[src/rtl/branch_pred_unit_pkg.sv]
// Shared branch-unit types: f3Br funct3 encodings and the 2-bit saturating counter.
// Imported by the comparator and the prediction/resolve top.
package branch_pred_unit_pkg;

  localparam logic [2:0] F3_BEQ  = 3'b000;
  localparam logic [2:0] F3_BNE  = 3'b001;
  localparam logic [2:0] F3_BLT  = 3'b100;
  localparam logic [2:0] F3_BGE  = 3'b101;
  localparam logic [2:0] F3_BLTU = 3'b110;
  localparam logic [2:0] F3_BGEU = 3'b111;

  typedef logic [1:0] ctr_t;

  localparam ctr_t SNT = 2'b00;
  localparam ctr_t WNT = 2'b01;
  localparam ctr_t WT  = 2'b10;
  localparam ctr_t ST  = 2'b11;

  function automatic ctr_t ctr_update(input ctr_t cur, input logic taken);
    ctr_t nxt;
    nxt = cur;
    if (taken) begin
      if (cur != ST) nxt = cur + 2'd1;
    end else begin
      if (cur != SNT) nxt = cur - 2'd1;
    end
    return nxt;
  endfunction

endpackage

[src/rtl/branch_pred_unit_cmp.sv]
// Conditional-branch comparator: purely combinational, no backpressure.
// Reserved funct3 codes report illegal and never taken.
module branch_cmp
  import branch_pred_unit_pkg::*;
#(
  parameter int XLEN = 32
) (
  input  logic [2:0]      funct3,
  input  logic [XLEN-1:0] rs1,
  input  logic [XLEN-1:0] rs2,
  output logic            taken,
  output logic            illegal
);

  logic eq, lt_s, lt_u;

  assign eq   = (rs1 == rs2);
  assign lt_s = ($signed(rs1) < $signed(rs2));
  assign lt_u = (rs1 < rs2);

  always_comb begin
    taken   = 1'b0;
    illegal = 1'b0;
    case (funct3)
      F3_BEQ:  taken = eq;
      F3_BNE:  taken = !eq;
      F3_BLT:  taken = lt_s;
      F3_BGE:  taken = !lt_s;
      F3_BLTU: taken = lt_u;
      F3_BGEU: taken = !lt_u;
      default: illegal = 1'b1;
    endcase
  end

endmodule

[src/rtl/branch_pred_unit.sv]
// Branch resolve + 2-bit BHT predictor; results appear 1 cycle after accept.
// Single output slot: rv_ready drops while the slot is full and not being drained, or on flush.
module branch_pred_unit
  import branch_pred_unit_pkg::*;
#(
  parameter int         XLEN         = 32,
  parameter int         BHT_DEPTH    = 64,
  parameter logic [1:0] COUNTER_INIT = 2'b01
) (
  input  logic            clk,
  input  logic            rst_n,
  input  logic [XLEN-1:0] lk_pc,
  output logic            lk_pred_taken,
  input  logic            rv_valid,
  output logic            rv_ready,
  input  logic            rv_branch,
  input  logic [2:0]      rv_funct3,
  input  logic [XLEN-1:0] rv_rs1,
  input  logic [XLEN-1:0] rv_rs2,
  input  logic [XLEN-1:0] rv_pc,
  input  logic [XLEN-1:0] rv_imm,
  input  logic            rv_pred_taken,
  input  logic            flush,
  output logic            out_valid,
  input  logic            out_ready,
  output logic            out_taken,
  output logic            out_mispredict,
  output logic            out_illegal,
  output logic [XLEN-1:0] out_redirect_pc
);

  localparam int IDXW = $clog2(BHT_DEPTH);

  typedef struct packed {
    logic            taken;
    logic            mispredict;
    logic            illegal;
    logic [XLEN-1:0] redirect_pc;
  } res_t;

  ctr_t            bht [BHT_DEPTH];
  logic [IDXW-1:0] lk_idx, rv_idx;
  logic            cmp_taken, cmp_illegal;
  logic            accept, train, br_taken;
  logic [XLEN-1:0] target, fallthrough;
  res_t            res_d, res_q;
  logic            unused_lk_bits;

  assign lk_idx         = lk_pc[IDXW+1:2];
  assign rv_idx         = rv_pc[IDXW+1:2];
  assign unused_lk_bits = ^{lk_pc[XLEN-1:IDXW+2], lk_pc[1:0]};

  // Lookup reads the registered table only; a same-cycle train is not bypassed.
  assign lk_pred_taken = bht[lk_idx][1];

  branch_cmp #(.XLEN(XLEN)) u_cmp (
    .funct3  (rv_funct3),
    .rs1     (rv_rs1),
    .rs2     (rv_rs2),
    .taken   (cmp_taken),
    .illegal (cmp_illegal)
  );

  assign rv_ready    = !flush && (!out_valid || out_ready);
  assign accept      = rv_valid && rv_ready;
  assign br_taken    = rv_branch && cmp_taken;
  assign train       = accept && rv_branch && !cmp_illegal;
  assign target      = rv_pc + rv_imm;
  assign fallthrough = rv_pc + XLEN'(4);

  always_comb begin
    res_d             = '0;
    res_d.taken       = br_taken;
    res_d.mispredict  = br_taken ^ rv_pred_taken;
    res_d.illegal     = rv_branch && cmp_illegal;
    res_d.redirect_pc = br_taken ? target : fallthrough;
  end

  always_ff @(posedge clk or negedge rst_n) begin
    if (!rst_n) begin
      for (int i = 0; i < BHT_DEPTH; i++) bht[i] <= ctr_t'(COUNTER_INIT);
    end else if (train) begin
      bht[rv_idx] <= ctr_update(bht[rv_idx], br_taken);
    end
  end

  always_ff @(posedge clk or negedge rst_n) begin
    if (!rst_n) begin
      out_valid <= 1'b0;
      res_q     <= '0;
    end else if (flush) begin
      out_valid <= 1'b0;
    end else if (accept) begin
      out_valid <= 1'b1;
      res_q     <= res_d;
    end else if (out_ready) begin
      out_valid <= 1'b0;
    end
  end

  assign out_taken       = res_q.taken;
  assign out_mispredict  = res_q.mispredict;
  assign out_illegal     = res_q.illegal;
  assign out_redirect_pc = res_q.redirect_pc;

endmodule

[config.mk]
export PLATFORM = sky130hd
export DESIGN_NAME = branch_pred_unit
export DESIGN_NICKNAME = d
export VERILOG_FILES = /design/src/rtl/branch_pred_unit_pkg.sv /design/src/rtl/branch_pred_unit_cmp.sv /design/src/rtl/branch_pred_unit.sv
export SDC_FILE = /design/constraint.sdc
export NUM_CORES = 1
export LEC_CHECK = 0
export CELL_PAD_IN_SITES_DETAIL_PLACEMENT = 0
export CELL_PAD_IN_SITES_GLOBAL_PLACEMENT = 1
export CORE_MARGIN = 2
export CORE_UTILIZATION = 37
export CTS_CLUSTER_SIZE = 10
export DETAILED_ROUTE_END_ITERATION = 12
export PLACE_DENSITY = 0.8
export SETUP_SLACK_MARGIN = 0.05
export SLEW_MARGIN = 25
export SYNTH_ARGS = -nofsm -noshare
export SYNTH_HDL_FRONTEND = slang
export SYNTH_SLANG_ARGS = --single-unit
[constraint.sdc]
create_clock -name clk -period 3.9 [get_ports clk]
set_input_delay 0.78 -clock clk [delete_from_list [all_inputs] [get_ports clk]]
set_output_delay 0.78 -clock clk [all_outputs]
set_load 0.01 [all_outputs]
# --- Word-level counts from Yosys, hierarchy flattened ---
# Cells that the tools add are included.
totals:
  out_inout_bits: 38
  register_bits: 164
  inputBits: 170
  wordCells: 126
classes:
  n_bitwise: 4
  mux: 19
  n_reduce_logical: 18
  n_lt_le_gt_ge: 5
  n_eq_ne: 7
  n_addsub: 4
op_table:
  columns: ["cell", "n"]
  rows:
  - ["$bwmux 128", 1]
  - ["$lt 32x32->1", 2]
  - ["$add 32x3->32 const B", 1]
  - ["$add 32x32->32", 1]
  - ["$eq 32x32->1", 1]
  - ["$mux 32", 1]
  - ["$bmux 2 s6", 2]
  - ["$mux 2", 9]
  - ["$ge 7x7->1 const B", 2]
  - ["$not 6->7", 2]
  - ["$demux 2 s6", 1]
  - ["$eq 3x3->1 const B", 4]
  - ["$logic_and 1x1->1", 7]
  - ["$lt 7x1->1 const B", 1]
  - ["$pmux 1 s6", 1]
  - ["$reduce_or 6->1", 1]
  - ["$logic_not 1->1", 5]
  - ["$mux 1", 4]
  - ["$eq 3x1->1 const B", 1]
  - ["$logic_not 3->1", 1]
  - ["$reduce_bool 3->1", 1]
  - ["$add 2x1->2 const B", 1]
  - ["$ne 2x2->1 const B", 1]
  - ["$reduce_and 2->1", 1]
  - ["other kinds (5)", 5]

# --- Longest topological paths before layout ---
# Gate-level depths: netlist (run 1).
depth:
  word_depth: 9
  mapped_depth: 13
  mapped_depth_nobuf: 12

# --- Cells and area by module ---
# A second synthesis (run 1) with hierarchy kept.
hier_totals:
  hier_cells: 1131
  area_unflattened_um2: 11502.3
modules_own_cells:
  columns: ["mod", "seq_area_each_um2", "cells_each", "area_per_inst_um2", "n_inst"]
  rows:
  - ["branch_pred_unit", 4184.0, 1010, 10631.4, 1]
  - ["branch_cmp", 0.0, 121, 870.8, 1]

# --- Worst setup path before layout (run 1) ---
# Ideal clock, no wire load.
synth_path:
  path_type: "in2out"
  from: "input lk_pc[2]"
  to: "output lk_pred_taken"
  n_path_buf: 2
  arrival_ps: 3220
  t_required_ps: 3120
  slack_ps: -100
  stages: 5
  cell_sequence: "clkbuf_1 buf_1 mux4_2 mux4_2 mux4_2"
synth_via:
  elab_chain_cells: 4
synth_rtl:
  columns: ["element", "line", "rtl"]
  rows:
  - ["start, declared", "branch_pred_unit.sv:12", "input logic [XLEN-1:0] lk_pc,"]
  - ["$not 6->7 (implied by the code)", "branch_pred_unit.sv:54", "assign lk_pred_taken = bht[lk_idx][1];"]
  - ["$bmux 2 s6", "branch_pred_unit.sv:54", null]
  - ["$mux 2 (implied by the code) (2 in a row)", "branch_pred_unit.sv:54", null]
  - ["end, declared", "branch_pred_unit.sv:13", "output logic lk_pred_taken,"]
# No other way between the ends. The select of a mux whose other input is x is not followed.

# --- Worst setup path after layout (run 1) ---
# Ends and elaborated chain as after synthesis.

==> reports/metrics.csv, run 1 <==
stage;metric;value;unit
clock_tree;clock buffer depth;2;
sta;final cycle utilization of the critical path;0.968;
clock_tree;clock net sink count;164;
grt;total track usage;0.230;
critical_path;CP Capture Type;output port;
critical_path;crit path max fanout;8;
synth;Yosys reg bits;164;
sta;RSZ-0062 raised after global routing;false;
synth;fraction of the yosys area taken by sequential cells;0.378;
critical_path;crit path DAT;3.00;ns
cells_and_area;final non-filler cell total;1741;
grt;total congestion overflow;0;
cells_and_area;commonest non-fill, non-tap cells in the layout;clkdlybuf4s50_1 (177), mux2_2 (128), nor2_1 (111);
flow_run;max cap viols;0;
floorplan;die width;177;um
floorplan;DIE AREA;0.0313;mm^2
critical_path;r2r endpoint;bht[33];
route;Vias;9660;
critical_path;Worst EP required;3.12;ns
sta;Clock Skew;0.0170;ns
critical_path;r2r startpoint;bht[54];
power;pwr/cell area;326;mW/mm^2
floorplan;Die Span Y;177;um
sta;Peak Freq;265;MHz
status;status;finished, final reports clean;
floorplan;Ports;208;
synth;Mapped Nets;1322;
critical_path;Crit Path Category;input pin to output port;
clock_tree;H-tree depth;4;
sta;PnR worst setup slack;0.124;ns
route;vias per std cell;5.55;
synth;syn_area_per_cell;10.2;um^2
synth;Distinct cells, synth;64;
hold_path;HP Class;input pin to async pin;
critical_path;worst reg-to-reg path cell count;8;
clock_tree;TritonCTS Buffers;17;
cells_and_area;Util after Layout;0.495;
sta;# setup viols final;0;
grt;first-pass GRT wire length;55700;um
route;1st-pass router iterations;5;
cells_and_area;fin nets;1573;
clock_tree;post-CTS setup buffers;0;
power;Leak Pwr;0.00624;uW
cells_and_area;commonest non-fill, non-tap cell in the layout;clkdlybuf4s50_1;
synth;commonest register cell after synthesis;dfrtp_1;
clock_tree;clock root buffer;clkbuf_16;
route;Routed Antenna Nets;0;
route;routed length per instance;20.3;um
critical_path;CP startpoint kind;input pin;
grt;initial antenna violation count;0;
power;worst ir drop on vdd;0.000309;V
sta;Worst Max-Slew Pin Slew;0.739;ns
clock_tree;clk slew on worst S/H paths;0.08;ns
cells_and_area;Area growth syn-to-layout;32.3;%
floorplan;Rows;63;
placed_design;Port Buffers;181;
placed_design;detailed placement HPWL;26300;um
critical_path;CP Cell Sequence;buf_2 > buf_12 > mux4_2 > mux4_2 > mux4_2 > dlygate4sd2_1;
placed_design;GP Congestion;0.892;
synth;Cells after Synth;1087;
critical_path;CP max stage delay;0.53;ns
placed_design;dpl cells;1707;
power;Final Total Pwr;4780;uW
sta;Slew HR;0.507;
critical_path;Critical-path top delay cell;mux4_2;
sta;hold_ws;0.340;ns
sta;Hold Fails Final Rpt;0;
clock_tree;Worst-Skew Late Latency;0.44;ns
floorplan;Core Region;0.0296;mm^2
cells_and_area;# diodes;0;
route;final WL;35400;um
grt;largest net degree at the start of global routing;71;
route;# DRC;0;
floorplan;Initial Util;0.374;
sta;Tmin final;3.78;ns
route;number of DRC markers in iteration 0;830;
synth;Post-synth EDFFs;0;
synth;cell area after synthesis;0.0111;mm^2
critical_path;Most common cell on crit path;mux4_2;
clock_tree;CTS tree;yes;
placed_design;worst slack, placed;-0.419;ns
sta;max-slew violations;0;
synth;Ys Warns;0;
critical_path;FF-to-FF setup slack;1.17;ns
synth;ys async rst share;1.00;
clock_tree;Hold-fix buffers, CTS;0;
grt;vias in the first global route;9778;
cells_and_area;layout cells sized above 1;0.271;
## cells by family after synthesis
group	synth area share
DFF	0.378
xor gates and xnor gates	0.0451
adders and majority gates	0.0767
muxes	0.178
buffers and inverters	0.0448
and+or+nand+nor	0.129
AOI/OAI and AO/OA	0.149
## repair_timing
action | in CTS | in global routing
resized for setup | 8 | 2
setup endpoints to repair | 1 | 65
hold endpoints to repair | 0 | 0
gates cloned | 2 | 0
## state kept, by name, indices dropped and copies added, names as in the netlist
name and cells:
bht 128, out_valid 1, out_redirect_pc 32, out_mispredict 1, out_taken 1, out_illegal 1
## layer usage
layer  GRT usage  up-vias  routed length [um]
met1       0.311     4694               15700
met5           0        -                   0
met3      0.0481       49                2790
li1            -     4521                   -
met2       0.373      396               16200
met4      0.0606        0                 732
## critical path, delay by kind of cell
| family | cells | cell delay, ns |
|---|---|---|
| buffers and inverters | 3 | 0.66 |
| multiplexers | 3 | 1.56 |
## metrics by stage
stage	cell area (um^2)	TNS (ns)
4_1_cts	14600	0
5_1_grt	14600	0
2_1_floorplan	11100	0
3_5_place_dp	14000	-23.76
6_report	14600	0
3_3_place_gp	14000	-20.93
## synthesized netlist by cell type (4+ instances only)
cell	number	area share
a211oi_1	7	0.0048
a31oi_1	22	0.012
a21oi_1	59	0.027
o211ai_1	6	0.0041
nand3b_1	4	0.0027
inv_1	44	0.015
o21bai_1	4	0.0027
o21a_1	6	0.0041
nand3_1	22	0.010
nor4_1	7	0.0040
dfstp_2	64	0.15
and4_1	4	0.0032
nor3_1	15	0.0068
a221oi_1	13	0.010
mux2_2	128	0.13
a22o_1	15	0.012
ha_1	64	0.072
nand4_1	13	0.0074
a21o_1	12	0.0081
xor2_1	33	0.026
buf_6	17	0.017
nor3b_2	4	0.0045
clkbuf_1	16	0.0054
nor2_1	111	0.038
a22oi_1	35	0.024
nand2b_1	4	0.0023
o21ai_0	45	0.020
nor2b_1	6	0.0034
mux2i_1	5	0.0045
dfrtp_1	100	0.23
mux4_2	21	0.043
buf_2	12	0.0054
nand2_1	87	0.030
xnor2_1	24	0.019
and3_1	12	0.0068
## cell type report
class                   instances  area (um^2)
flip-flops and latches        164         4180
clock inverters                15          201
clock buffers                  17          425
fillers                      2750        14900
repair buffers                281         2780
well taps                     390          488
inverters                      44          165
multi-input cells             830         6400
## power by group
part	internal, uW	switching, uW
registers	1800	55.4
logic	580	576
clock network	883	883
## how the worst max path moves through the flow
stage / start / to / slack, ns / cells past startpoint
after floorplan: lk_pc[2] / lk_pred_taken / 0.14 / 5
after global placement: lk_pc[2] / lk_pred_taken / -0.43 / 6
after detailed placement: lk_pc[2] / lk_pred_taken / -0.42 / 6
after CTS: lk_pc[3] / lk_pred_taken / 0.09 / 6
after global routing: rv_pc[4] / out_redirect_pc[31] / 0.07 / 14
final: lk_pc[2] / lk_pred_taken / 0.12 / 6
Note: power is estimated with default switching activity, not from simulation.
==> run 2, diff against run 1 <==
Settings changed: CTS_CLUSTER_DIAMETER from default to 30.
==> results of run 2 <==
Final layout, timing and power as in run 1 (identical DEF).
==> run 3, diff against run 2 <==
Settings changed: CTS_CLUSTER_DIAMETER 30 to 120.
==> results of run 3 <==
Final layout, timing and power as in run 1 (identical DEF).
